==> src/rtl/coin_pkg.sv <==
`default_nettype none
// ============================================================================
// Module      : coin_pkg
// Description : Shared types and constants for the coin payment stage:
//               FSM state encoding, coin_type encodings, coin value lookup
//               and default price / credit width.
// Revision    : 1.0 - initial release
// ============================================================================
package coin_pkg;

    // Default configuration
    localparam int c_PRICE_DEF    = 9;
    localparam int c_CREDIT_W_DEF = 5;

    // Payment FSM states
    typedef enum logic [1:0] {
        ST_IDLE     = 2'd0,
        ST_COLLECT  = 2'd1,
        ST_READY    = 2'd2,
        ST_WAIT_CMP = 2'd3
    } state_t;

    // coin_type encodings
    localparam logic [1:0] c_COIN_ONE  = 2'b00;
    localparam logic [1:0] c_COIN_TWO  = 2'b01;
    localparam logic [1:0] c_COIN_FIVE = 2'b10;
    localparam logic [1:0] c_COIN_INV  = 2'b11;

    // Credit value of a coin; the invalid encoding is worth nothing
    function automatic logic [2:0] coin_value(input logic [1:0] coin_type);
        logic [2:0] v;
        case (coin_type)
            c_COIN_ONE:  v = 3'd1;
            c_COIN_TWO:  v = 3'd2;
            c_COIN_FIVE: v = 3'd5;
            default:     v = 3'd0;
        endcase
        return v;
    endfunction

endpackage
`default_nettype wire

==> src/rtl/coin_credit_acc_if.sv <==
`default_nettype none
// ============================================================================
// Module      : coin_credit_acc_if
// Description : Coin acceptor / dispenser handshake bundle. The slave modport
//               is the payment stage, the master modport is whoever drives
//               coins and the dispenser completion flag.
// Revision    : 1.0 - initial release
// ============================================================================
interface coin_credit_acc_if
    import coin_pkg::*;
#(
    parameter int CREDIT_W = c_CREDIT_W_DEF
);
    logic                coin_valid;
    logic [1:0]          coin_type;
    logic                cancel;
    logic                state_cmp9;
    logic                out_RDY9;
    logic [CREDIT_W-1:0] credit;
    logic                coin_reject;
    logic                change_valid;
    logic [CREDIT_W-1:0] change_amt;
    logic                busy;

    modport slave (
        input  coin_valid,
        input  coin_type,
        input  cancel,
        input  state_cmp9,
        output out_RDY9,
        output credit,
        output coin_reject,
        output change_valid,
        output change_amt,
        output busy
    );

    modport master (
        output coin_valid,
        output coin_type,
        output cancel,
        output state_cmp9,
        input  out_RDY9,
        input  credit,
        input  coin_reject,
        input  change_valid,
        input  change_amt,
        input  busy
    );
endinterface
`default_nettype wire

==> src/rtl/coin_decode.sv <==
`default_nettype none
// ============================================================================
// Module      : coin_decode
// Description : Combinational coin_type decoder: credit value of the coin and
//               an invalid flag for the unused encoding.
// Revision    : 1.0 - initial release
// ============================================================================
module coin_decode
    import coin_pkg::*;
(
    input  wire logic [1:0] i_coin_type,
    output logic      [2:0] o_value,
    output logic            o_invalid
);

    // Pure lookup; no state
    always_comb begin
        o_value   = coin_value(i_coin_type);
        o_invalid = (i_coin_type == c_COIN_INV);
    end

endmodule
`default_nettype wire

==> src/rtl/coin_credit_acc.sv <==
`default_nettype none
// ============================================================================
// Module      : coin_credit_acc
// Description : Coin credit accumulator. Collects coins toward PRICE, pulses
//               out_RDY9 to the ticket dispenser, waits for state_cmp9, then
//               returns change. Handles cancel/refund and rejects coins while
//               a ticket is in flight. All outputs are registered.
//               Optional macro COIN_TIMEOUT_EN: auto-refund after TIMEOUT
//               coin-less cycles in COLLECT.
// Revision    : 1.0 - initial release
// ============================================================================
module coin_credit_acc
    import coin_pkg::*;
#(
    parameter int PRICE    = c_PRICE_DEF,
    parameter int CREDIT_W = c_CREDIT_W_DEF,
    parameter int TIMEOUT  = 64
)(
    input  wire logic         clk,
    input  wire logic         rst,
    coin_credit_acc_if.slave  bus
);

    localparam logic [CREDIT_W-1:0] c_PRICE = CREDIT_W'(PRICE);

    state_t              r_state;
    state_t              w_nxt_state;
    logic [CREDIT_W-1:0] r_credit;
    logic [CREDIT_W-1:0] w_nxt_credit;
    logic [CREDIT_W-1:0] r_change;
    logic [CREDIT_W-1:0] w_nxt_change;
    logic                r_rdy;
    logic                w_nxt_rdy;
    logic                r_reject;
    logic                w_nxt_reject;
    logic                r_change_valid;
    logic                w_nxt_change_valid;
    logic                r_busy;
    logic                w_nxt_busy;

    logic [2:0]          w_coin_val;
    logic                w_coin_inv;
    logic [CREDIT_W-1:0] w_sum;
    logic                w_timeout;

    coin_decode u_decode (
        .i_coin_type (bus.coin_type),
        .o_value     (w_coin_val),
        .o_invalid   (w_coin_inv)
    );

    // Credit after accepting the current coin (credit is 0 in IDLE)
    assign w_sum = r_credit + CREDIT_W'(w_coin_val);

`ifdef COIN_TIMEOUT_EN
    localparam int c_CNT_W = (TIMEOUT > 1) ? $clog2(TIMEOUT) : 1;
    localparam logic [c_CNT_W-1:0] c_TMO_LAST = c_CNT_W'(TIMEOUT - 1);

    logic [c_CNT_W-1:0] r_idle_cnt;
    logic [c_CNT_W-1:0] w_nxt_idle_cnt;

    // A coin on the terminal cycle wins over the timeout
    assign w_timeout = (r_idle_cnt == c_TMO_LAST) && !bus.coin_valid;

    // Idle counter advances only while staying in COLLECT without a coin
    always_comb begin
        w_nxt_idle_cnt = '0;
        if (r_state == ST_COLLECT && w_nxt_state == ST_COLLECT && !bus.coin_valid)
            w_nxt_idle_cnt = r_idle_cnt + 1'b1;
    end

    // Idle counter register
    always_ff @(posedge clk) begin
        if (!rst)
            r_idle_cnt <= '0;
        else
            r_idle_cnt <= w_nxt_idle_cnt;
    end
`else
    logic w_unused_timeout;

    assign w_timeout        = 1'b0;
    assign w_unused_timeout = (TIMEOUT != 0);
`endif

    // Next state, next credit/change and next output pulses
    always_comb begin
        w_nxt_state        = r_state;
        w_nxt_credit       = r_credit;
        w_nxt_change       = r_change;
        w_nxt_reject       = 1'b0;
        w_nxt_change_valid = 1'b0;

        case (r_state)
            ST_IDLE, ST_COLLECT: begin
                if (r_state == ST_COLLECT && (bus.cancel || w_timeout)) begin
                    // Refund everything collected; a coin arriving now is returned
                    w_nxt_change       = r_credit;
                    w_nxt_change_valid = 1'b1;
                    w_nxt_credit       = '0;
                    w_nxt_reject       = bus.coin_valid;
                    w_nxt_state        = ST_IDLE;
                end else if (bus.coin_valid) begin
                    if (w_coin_inv) begin
                        w_nxt_reject = 1'b1;
                    end else if (w_sum >= c_PRICE) begin
                        w_nxt_credit = w_sum;
                        w_nxt_change = w_sum - c_PRICE;
                        w_nxt_state  = ST_READY;
                    end else begin
                        w_nxt_credit = w_sum;
                        w_nxt_state  = ST_COLLECT;
                    end
                end
            end
            ST_READY: begin
                w_nxt_reject = bus.coin_valid;
                w_nxt_state  = ST_WAIT_CMP;
            end
            ST_WAIT_CMP: begin
                w_nxt_reject = bus.coin_valid;
                if (bus.state_cmp9) begin
                    w_nxt_credit       = '0;
                    w_nxt_change_valid = (r_change != '0);
                    w_nxt_state        = ST_IDLE;
                end
            end
            default: begin
                w_nxt_state = ST_IDLE;
            end
        endcase

        w_nxt_rdy  = (w_nxt_state == ST_READY);
        w_nxt_busy = (w_nxt_state == ST_READY) || (w_nxt_state == ST_WAIT_CMP);
    end

    // State and registered outputs
    always_ff @(posedge clk) begin
        if (!rst) begin
            r_state        <= ST_IDLE;
            r_credit       <= '0;
            r_change       <= '0;
            r_rdy          <= 1'b0;
            r_reject       <= 1'b0;
            r_change_valid <= 1'b0;
            r_busy         <= 1'b0;
        end else begin
            r_state        <= w_nxt_state;
            r_credit       <= w_nxt_credit;
            r_change       <= w_nxt_change;
            r_rdy          <= w_nxt_rdy;
            r_reject       <= w_nxt_reject;
            r_change_valid <= w_nxt_change_valid;
            r_busy         <= w_nxt_busy;
        end
    end

    assign bus.out_RDY9     = r_rdy;
    assign bus.credit       = r_credit;
    assign bus.coin_reject  = r_reject;
    assign bus.change_valid = r_change_valid;
    assign bus.change_amt   = r_change;
    assign bus.busy         = r_busy;

endmodule
`default_nettype wire

==> src/flat_wrapper.sv <==
// flat-port wrapper written by rule: the top's interface ports become plain ports
module coin_credit_acc_flat import coin_pkg::*;
#(
    parameter int PRICE    = c_PRICE_DEF,
    parameter int CREDIT_W = c_CREDIT_W_DEF,
    parameter int TIMEOUT  = 64
)
  (clk, rst, bus_coin_valid, bus_coin_type, bus_cancel, bus_state_cmp9, bus_out_RDY9, bus_credit, bus_coin_reject, bus_change_valid, bus_change_amt, bus_busy);
  coin_credit_acc_if #(.CREDIT_W(CREDIT_W)) bus_i ();
  input  wire logic clk;
  input  wire logic rst;
  input wire logic [$bits(bus_i.coin_valid)-1:0] bus_coin_valid;
  input wire logic [$bits(bus_i.coin_type)-1:0] bus_coin_type;
  input wire logic [$bits(bus_i.cancel)-1:0] bus_cancel;
  input wire logic [$bits(bus_i.state_cmp9)-1:0] bus_state_cmp9;
  output wire logic [$bits(bus_i.out_RDY9)-1:0] bus_out_RDY9;
  output wire logic [$bits(bus_i.credit)-1:0] bus_credit;
  output wire logic [$bits(bus_i.coin_reject)-1:0] bus_coin_reject;
  output wire logic [$bits(bus_i.change_valid)-1:0] bus_change_valid;
  output wire logic [$bits(bus_i.change_amt)-1:0] bus_change_amt;
  output wire logic [$bits(bus_i.busy)-1:0] bus_busy;
  assign bus_i.coin_valid = bus_coin_valid;
  assign bus_i.coin_type = bus_coin_type;
  assign bus_i.cancel = bus_cancel;
  assign bus_i.state_cmp9 = bus_state_cmp9;
  assign bus_out_RDY9 = bus_i.out_RDY9;
  assign bus_credit = bus_i.credit;
  assign bus_coin_reject = bus_i.coin_reject;
  assign bus_change_valid = bus_i.change_valid;
  assign bus_change_amt = bus_i.change_amt;
  assign bus_busy = bus_i.busy;
  coin_credit_acc #(.PRICE(PRICE), .CREDIT_W(CREDIT_W), .TIMEOUT(TIMEOUT)) u_core (.clk(clk), .rst(rst), .bus(bus_i));
endmodule
==> config.mk <==
export PLATFORM = sky130hd
export DESIGN_NAME = coin_credit_acc_flat
export DESIGN_NICKNAME = d
export VERILOG_FILES = /design/src/rtl/coin_pkg.sv /design/src/rtl/coin_credit_acc_if.sv /design/src/rtl/coin_decode.sv /design/src/rtl/coin_credit_acc.sv /design/src/flat_wrapper.sv
export SDC_FILE = /design/constraint.sdc
export NUM_CORES = 1
export LEC_CHECK = 0
export CORE_AREA = 2 2 57 59
export CTS_BUF_LIST = sky130_fd_sc_hd__clkbuf_4
export DETAILED_ROUTE_END_ITERATION = 10
export DIE_AREA = 0 0 59 61
export SETUP_SLACK_MARGIN = 0.5
export SYNTH_ARGS = -nofsm -noshare
export SYNTH_HDL_FRONTEND = slang
export SYNTH_HIERARCHICAL = 1
export SYNTH_SLANG_ARGS = --single-unit
==> constraint.sdc <==
create_clock -name clk -period 4.3 [get_ports clk]
set_clock_uncertainty 0.1 [all_clocks]
set_input_delay 1.29 -clock clk [delete_from_list [all_inputs] [get_ports clk]]
set_output_delay 1.29 -clock clk [all_outputs]
set_load 0.05 [all_outputs]
---- After elaboration in Yosys (flattened, before gate mapping) ----
Cells that the tools add are included.
word-level totals
  register bits ........................... 16
  bits of input ports ..................... 7
  output and inout bits ................... 14
  word-level logic and storage cells ...... 57
operators by class
  add/subtract/negate cells ............... 2
  magnitude comparators ................... 1
  equality and inequality tests ........... 12
  mux-type cells .......................... 23
  reductions and logical operators ........ 12
operators by type and width
  kind                                                                   count
  5-bit two-way mux                                                      8
  2-bit == test, second input constant                                   6
  2-bit two-way mux                                                      5
  5-bit one-hot mux with 2 select lines                                  1
  3-bit one-hot mux with 3 select lines                                  1
  4-bit AND reduction                                                    2
  3-bit by 2-bit != test with 1-bit output, second input constant        2
  2-bit one-hot mux with 3 select lines                                  1
  2-bit nonzero test                                                     3
  5-bit by 3-bit adder with 5-bit output                                 1
  5-bit by 4-bit >= comparator with 1-bit output, second input constant  1
  1-bit two-way mux                                                      5
  5-bit nonzero test                                                     1
  5-bit by 4-bit subtractor with 5-bit output, second input constant     1
  2-bit by 1-bit == test with 1-bit output, second input constant        2
  2-bit zero test                                                        2
  1-bit one-hot mux with 2 select lines                                  2
  2-bit OR reduction                                                     2
  2-bit by 1-bit != test with 1-bit output, second input constant        1
  2-bit != test, second input constant                                   1
  1-bit logical AND                                                      1
  1-bit logical OR                                                       1

---- Logic depth before layout (Yosys ltp) ----
  depth after elaboration ................. 11
  gate-level depth with buffers ........... 11
  depth with buffers taken out ............ 10

---- Modules after synthesis ----
The synthesis kept the hierarchy.
modules (own cells, without submodules)
  module           instances  cells each  area an instance (µm²)
  coin_credit_acc  1          110         965.9
  coin_decode      1          4           26.3

---- Worst setup path before layout ----
Ideal clock, no wire load.
  kind .................................... in2reg
  from .................................... in bus_coin_type[1]
  to ...................................... reg u_core.r_change[1] (netlist: u_core/bus.change_amt[1])
  arrival ................................. 3.337 ns
  setup slack ............................. 0.784 ns
  cell stages on the path ................. 10
  path buffers ............................ 1
  cells stage by stage .................... and2b_2 -> fa_1 -> inv_1 -> ha_1 -> or3_1 -> o22ai_2 -> o211ai_2 -> and2_4 -> buf_6 -> a211oi_2
between the ends
  longest elaborated chain between the ends .. 8
  elaborated cells between the ends (all ways) .. 15
  classes of those cells .................. 2 x add/sub; 1 x order compare; 4 x eq/ne; 5 x mux; 3 x reduce/logical
RTL lines
  item                                         RTL line                RTL
  start: declaration                           flat_wrapper.sv:13      input wire logic [$bits(bus_i.coin_type)-1:0] bus_coin_type;
  2-bit == test (tied with other cells)        coin_pkg.sv:32          case (coin_type)
  3-bit one-hot mux with 3 select lines        coin_pkg.sv:32
  5-bit by 3-bit adder with 5-bit output       coin_credit_acc.sv:53   assign w_sum = r_credit + CREDIT_W'(w_coin_val);
  5-bit by 4-bit subtractor with 5-bit output  coin_credit_acc.sv:108  w_nxt_change = w_sum - c_PRICE;
  5-bit two-way mux                            coin_credit_acc.sv:106  end else if (w_sum >= c_PRICE) begin
  5-bit two-way mux                            coin_credit_acc.sv:104  if (w_coin_inv) begin
  5-bit two-way mux                            coin_credit_acc.sv:103  end else if (bus.coin_valid) begin
  5-bit two-way mux                            coin_credit_acc.sv:96   if (r_state == ST_COLLECT && (bus.cancel || w_timeout)) begin
  end signal: assignment                       coin_credit_acc.sv:150  r_change <= w_nxt_change;
  end: declaration                             coin_credit_acc.sv:30   logic [CREDIT_W-1:0] r_change;
Several ways; a longest one is shown, not always the timed one. The select of a mux whose other input is x is not followed.
A chain may end at the register's enable or synchronous reset.

---- Worst setup path in the final report ----
  from .................................... in bus_coin_type[0]
  to ...................................... reg u_core.r_change[2] (netlist: u_core/bus.change_amt[2])
between the ends
  longest elaborated chain between the ends .. 8
  elaborated cells between the ends (all ways) .. 15
  classes of those cells .................. 2 x add/sub; 1 x order compare; 4 x eq/ne; 5 x mux; 3 x reduce/logical
RTL lines
  item                                         RTL line                RTL
  2-bit == test (tied with other cells)        coin_pkg.sv:32
  3-bit one-hot mux with 3 select lines *      coin_pkg.sv:32
  net u_core.w_coin_val[0]                     coin_credit_acc.sv:41   logic [2:0] w_coin_val;
  5-bit by 3-bit adder with 5-bit output *     coin_credit_acc.sv:53
  5-bit by 4-bit subtractor with 5-bit output  coin_credit_acc.sv:108
  5-bit two-way mux                            coin_credit_acc.sv:106
  5-bit two-way mux                            coin_credit_acc.sv:104
  5-bit two-way mux                            coin_credit_acc.sv:103
  5-bit two-way mux                            coin_credit_acc.sv:96
Mark *: on every way through the listed nets, which the timed path passes. The rest lies on a longest branch. The select of a mux whose other input is x is not followed.

==> impl_metrics.sql <==
INSERT INTO impl_metrics (metric_group, metric, value, unit) VALUES
('outcome', 'run_status', 'complete, no violations', ''),
('timing', 'drv_slew', '0', ''),
('grt', 'grt_pass1_wl', '3974', 'µm'),
('clock_network', 'numCtsBuffers', '3', ''),
('die', 'io-pin-count', '21', ''),
('drt', 'vias_per_cell', '5.449', ''),
('timing', 'final.min_clock_period', '3529', 'ps'),
('cells_and_area', 'fin_nets', '148', ''),
('drt', 'drt_wl_total', '2405', 'µm'),
('place', 'dp_hpwl', '1801', 'µm'),
('timing', 'worst-slew-pin-transition', '499.7', 'ps'),
('cells_and_area', 'syn2layout_area_growth', '25.47', '%'),
('die', 'core_footprint', '0.002953', 'mm²'),
('die', 'fp.dieH', '61', 'µm'),
('die', 'initial_util', '33.60', '%'),
('yosys', 'synth_fp_nets', '127', ''),
('critical_path', 'r2r_start', 'u_core/bus.credit[0]$_SDFFE_PN0P_', ''),
('clock_network', 'worstSkewPairLatency', '280', 'ps'),
('timing', 'layout_worst_path_cycle_share', '82.07', '%'),
('timing', 'fmaxAchievable', '283.4', 'MHz'),
('clock_network', 'clk_pin_slew', '90', 'ps'),
('grt', 'grt_antenna_before_repair', '0', ''),
('drt', 'number_of_detailed_routing_iterations_run_before_antenna_repair', '4', ''),
('clock_network', 'tritoncts_clock_tree', 'done', ''),
('critical_path', 'worst-setup-path-type', 'input port to flip-flop', ''),
('worst_hold_path', 'worst_hold_startpoint', 'u_core/bus.change_amt[0]$_SDFFE_PN0P_', ''),
('timing', 'timing.final.setup_violations', '0', ''),
('critical_path', 'timing.critical_path.slowest_stage_cell', 'fa_1', ''),
('yosys', 'synth_top_cell_area_share', '30.26', '%'),
('die', 'design.die.area', '0.003599', 'mm²'),
('yosys', 'synthMostInstantiatedCell', 'dfxtp_1', ''),
('worst_hold_path', 'worstHoldPathType', 'flip-flop to flip-flop', ''),
('power_and_ir_drop', 'vdd_ir_drop_max', '0.1770', 'mV'),
('clock_network', 'clock_sinks', '15', ''),
('yosys', 'synth.avg_cell_area', '8.704', 'µm²'),
('critical_path', 'timing.critical_path.from_type', 'input port', ''),
('yosys', 'ys_top_cells_by_count', 'dfxtp_1, a21oi_1, nand2_1', ''),
('power_and_ir_drop', 'power.static_leakage', '0.4923', 'nW'),
('critical_path', 'worst-path-max-fanout', '5', ''),
('clock_network', 'cts_hold_buf', '0', ''),
('critical_path', 'cell_by_cell_listing_of_the_critical_path', 'dlygate4sd2_1 -> inv_1 -> ha_1 -> fa_1 -> inv_1 -> ha_1 -> or3_1 -> o22ai_2 -> o211ai_2 -> and2_4 -> a211oi_2', ''),
('critical_path', 'required', '4410', 'ps'),
('yosys', 'synthesis.area', '992.2', 'µm²'),
('timing', 'timing.slew.headroom', '66.58', '%'),
('critical_path', 'worst_setup_path_startpoint', 'bus_coin_type[0]', ''),
('place', 'gp_routability_congestion', '0.8284', ''),
('grt', 'grt.overflow.total', '0', ''),
('cells_and_area', 'diodes', '0', ''),
('power_and_ir_drop', 'p_total', '0.3587', 'mW'),
('place', 'place.port_buffers', '20', ''),
('cells_and_area', 'finalInstanceArea', '0.001245', 'mm²'),
('drt', 'drt-initial-drc-count', '27', ''),
('grt', 'grt_max_degree', '13', ''),
('clock_network', 'cts_h_tree_depth', '1', ''),
('yosys', 'async_flop_share', '0', '%'),
('yosys', 'synthTopCellsByArea', 'dfxtp_1, a21oi_1, ha_1', ''),
('yosys', 'synthFlopType', 'dfxtp_1', ''),
('timing', 'rsz0062_at_grt', 'no', ''),
('grt', 'grt.total_usage', '14.48', '%'),
('critical_path', 'arrival_time_at_the_worst_endpoint', '3640', 'ps'),
('die', 'rows', '20', ''),
('cells_and_area', 'filler_cell_count', '307', ''),
('drt', 'remaining_drc_errors', '0', ''),
('yosys', 'ys_types', '40', ''),
('timing', 'whs', '381.3', 'ps'),
('grt', 'grt_pass1_vias', '884', ''),
('yosys', 'synthDominantAreaCellType', 'dfxtp_1', ''),
('timing', 'postLayoutSetupSlackWorst', '771.2', 'ps'),
('drt', 'total_number_of_vias', '910', ''),
('drt', 'routed_wire_length_per_instance', '14.40', 'µm'),
('clock_network', 'ctsLongestPathBuffers', '2', '');
sequential cells by signal, indices dropped and copies added (netlist names):
name                     count
u_core/bus.out_RDY9          1
u_core/bus.change_valid      1
u_core/bus.credit            5
u_core/r_state               2
u_core/bus.coin_reject       1
u_core/bus.change_amt        5
worst max-delay path: cells and delay by family:
| family | cells | cell delay, ps |
|---|---|---|
| fa+ha+maj | 3 | 910 |
| buf+inv | 3 | 380 |
| compound gates | 3 | 500 |
| simple gates | 2 | 540 |
metrics by stage:
stage | std cells | util, %
2_1_floorplan | 114 | -
3_3_place_gp | 161 | 40.68
3_5_place_dp | 161 | 40.68
4_1_cts | 166 | 41.82
5_1_grt | 167 | 42.16
6_report | 167 | 42.16
final cells by class:
type                       count  area, µm²  area share, %
sequential                    15      300.3          24.12
timing repair buffer          22      216.5          17.39
clock inverter                 1      5.005         0.4020
tap                           33      41.29          3.317
inverter                       6      22.52          1.809
clock buffer                   3      22.52          1.809
multi-input combinational     87      636.9          51.16
path summary, 6_finish.rpt:
kind                                                 to  slack, ps  depth (start not counted)
setup reg to reg  u_core/bus.change_amt[2]$_SDFFE_PN0P_       1710                          9
hold / removal    u_core/bus.change_amt[0]$_SDFFE_PN0P_        380                          2
hold reg to reg   u_core/bus.change_amt[0]$_SDFFE_PN0P_        380                          2
setup / recovery  u_core/bus.change_amt[2]$_SDFFE_PN0P_        770                         11
routing by layer:
layer / wire (µm) / share of wire [%] / track usage [%]
met3: 106 / 4.4 / 2.559
met2: 1150 / 48 / 22.22
met4: 30 / 1.2 / 5.519
met5: 0 / 0 / 0
met1: 1118 / 46 / 20.28
layout by cell type (no fill, tap or decap), types with 2 or more instances in the layout:
cell             instances
nand2_1                 10
dfxtp_1                 15
inv_1                    6
a211oi_2                 4
or3_1                    2
xnor2_1                  2
a31oi_1                  2
o21ai_0                  4
nor2_1                   7
buf_4                    2
ha_1                     5
a211oi_1                 2
o2111ai_1                2
clkdlybuf4s50_1         18
clkbuf_4                 3
a21oi_1                 13
nand3_1                  4
mux2i_1                  5
nor2b_1                  2
nand2b_1                 3
power breakdown:
part / total [mW] / switching [mW] / internal, mW
sequential: 0.154 / 0.00804 / 0.146
combinational: 0.125 / 0.0755 / 0.0499
clock: 0.0794 / 0.0449 / 0.0345
timing repair:
action / 4_1_cts / 5_1_grt
pin swaps: 3 / 3
resized for setup: 1 / 1
setup buffers: 1 / 1
endpoints found under the setup margin: 4 / 4
logic make-up (layout without fill, tap and decap cells):
group                    Yosys count  after routing  synth area share [%]
AND/OR/NAND/NOR                   36             36                 18.79
adder cells (fa/ha/maj)            6              6                 8.323
multiplexers                       5              5                 5.044
XOR/XNOR                           3              3                 2.649
flip-flops                        15             15                 30.27
AO/OA/AOI/OAI                     37             37                 29.38
buffers and inverters             12             32                 5.548
Power figures use the tool's default switching activity.
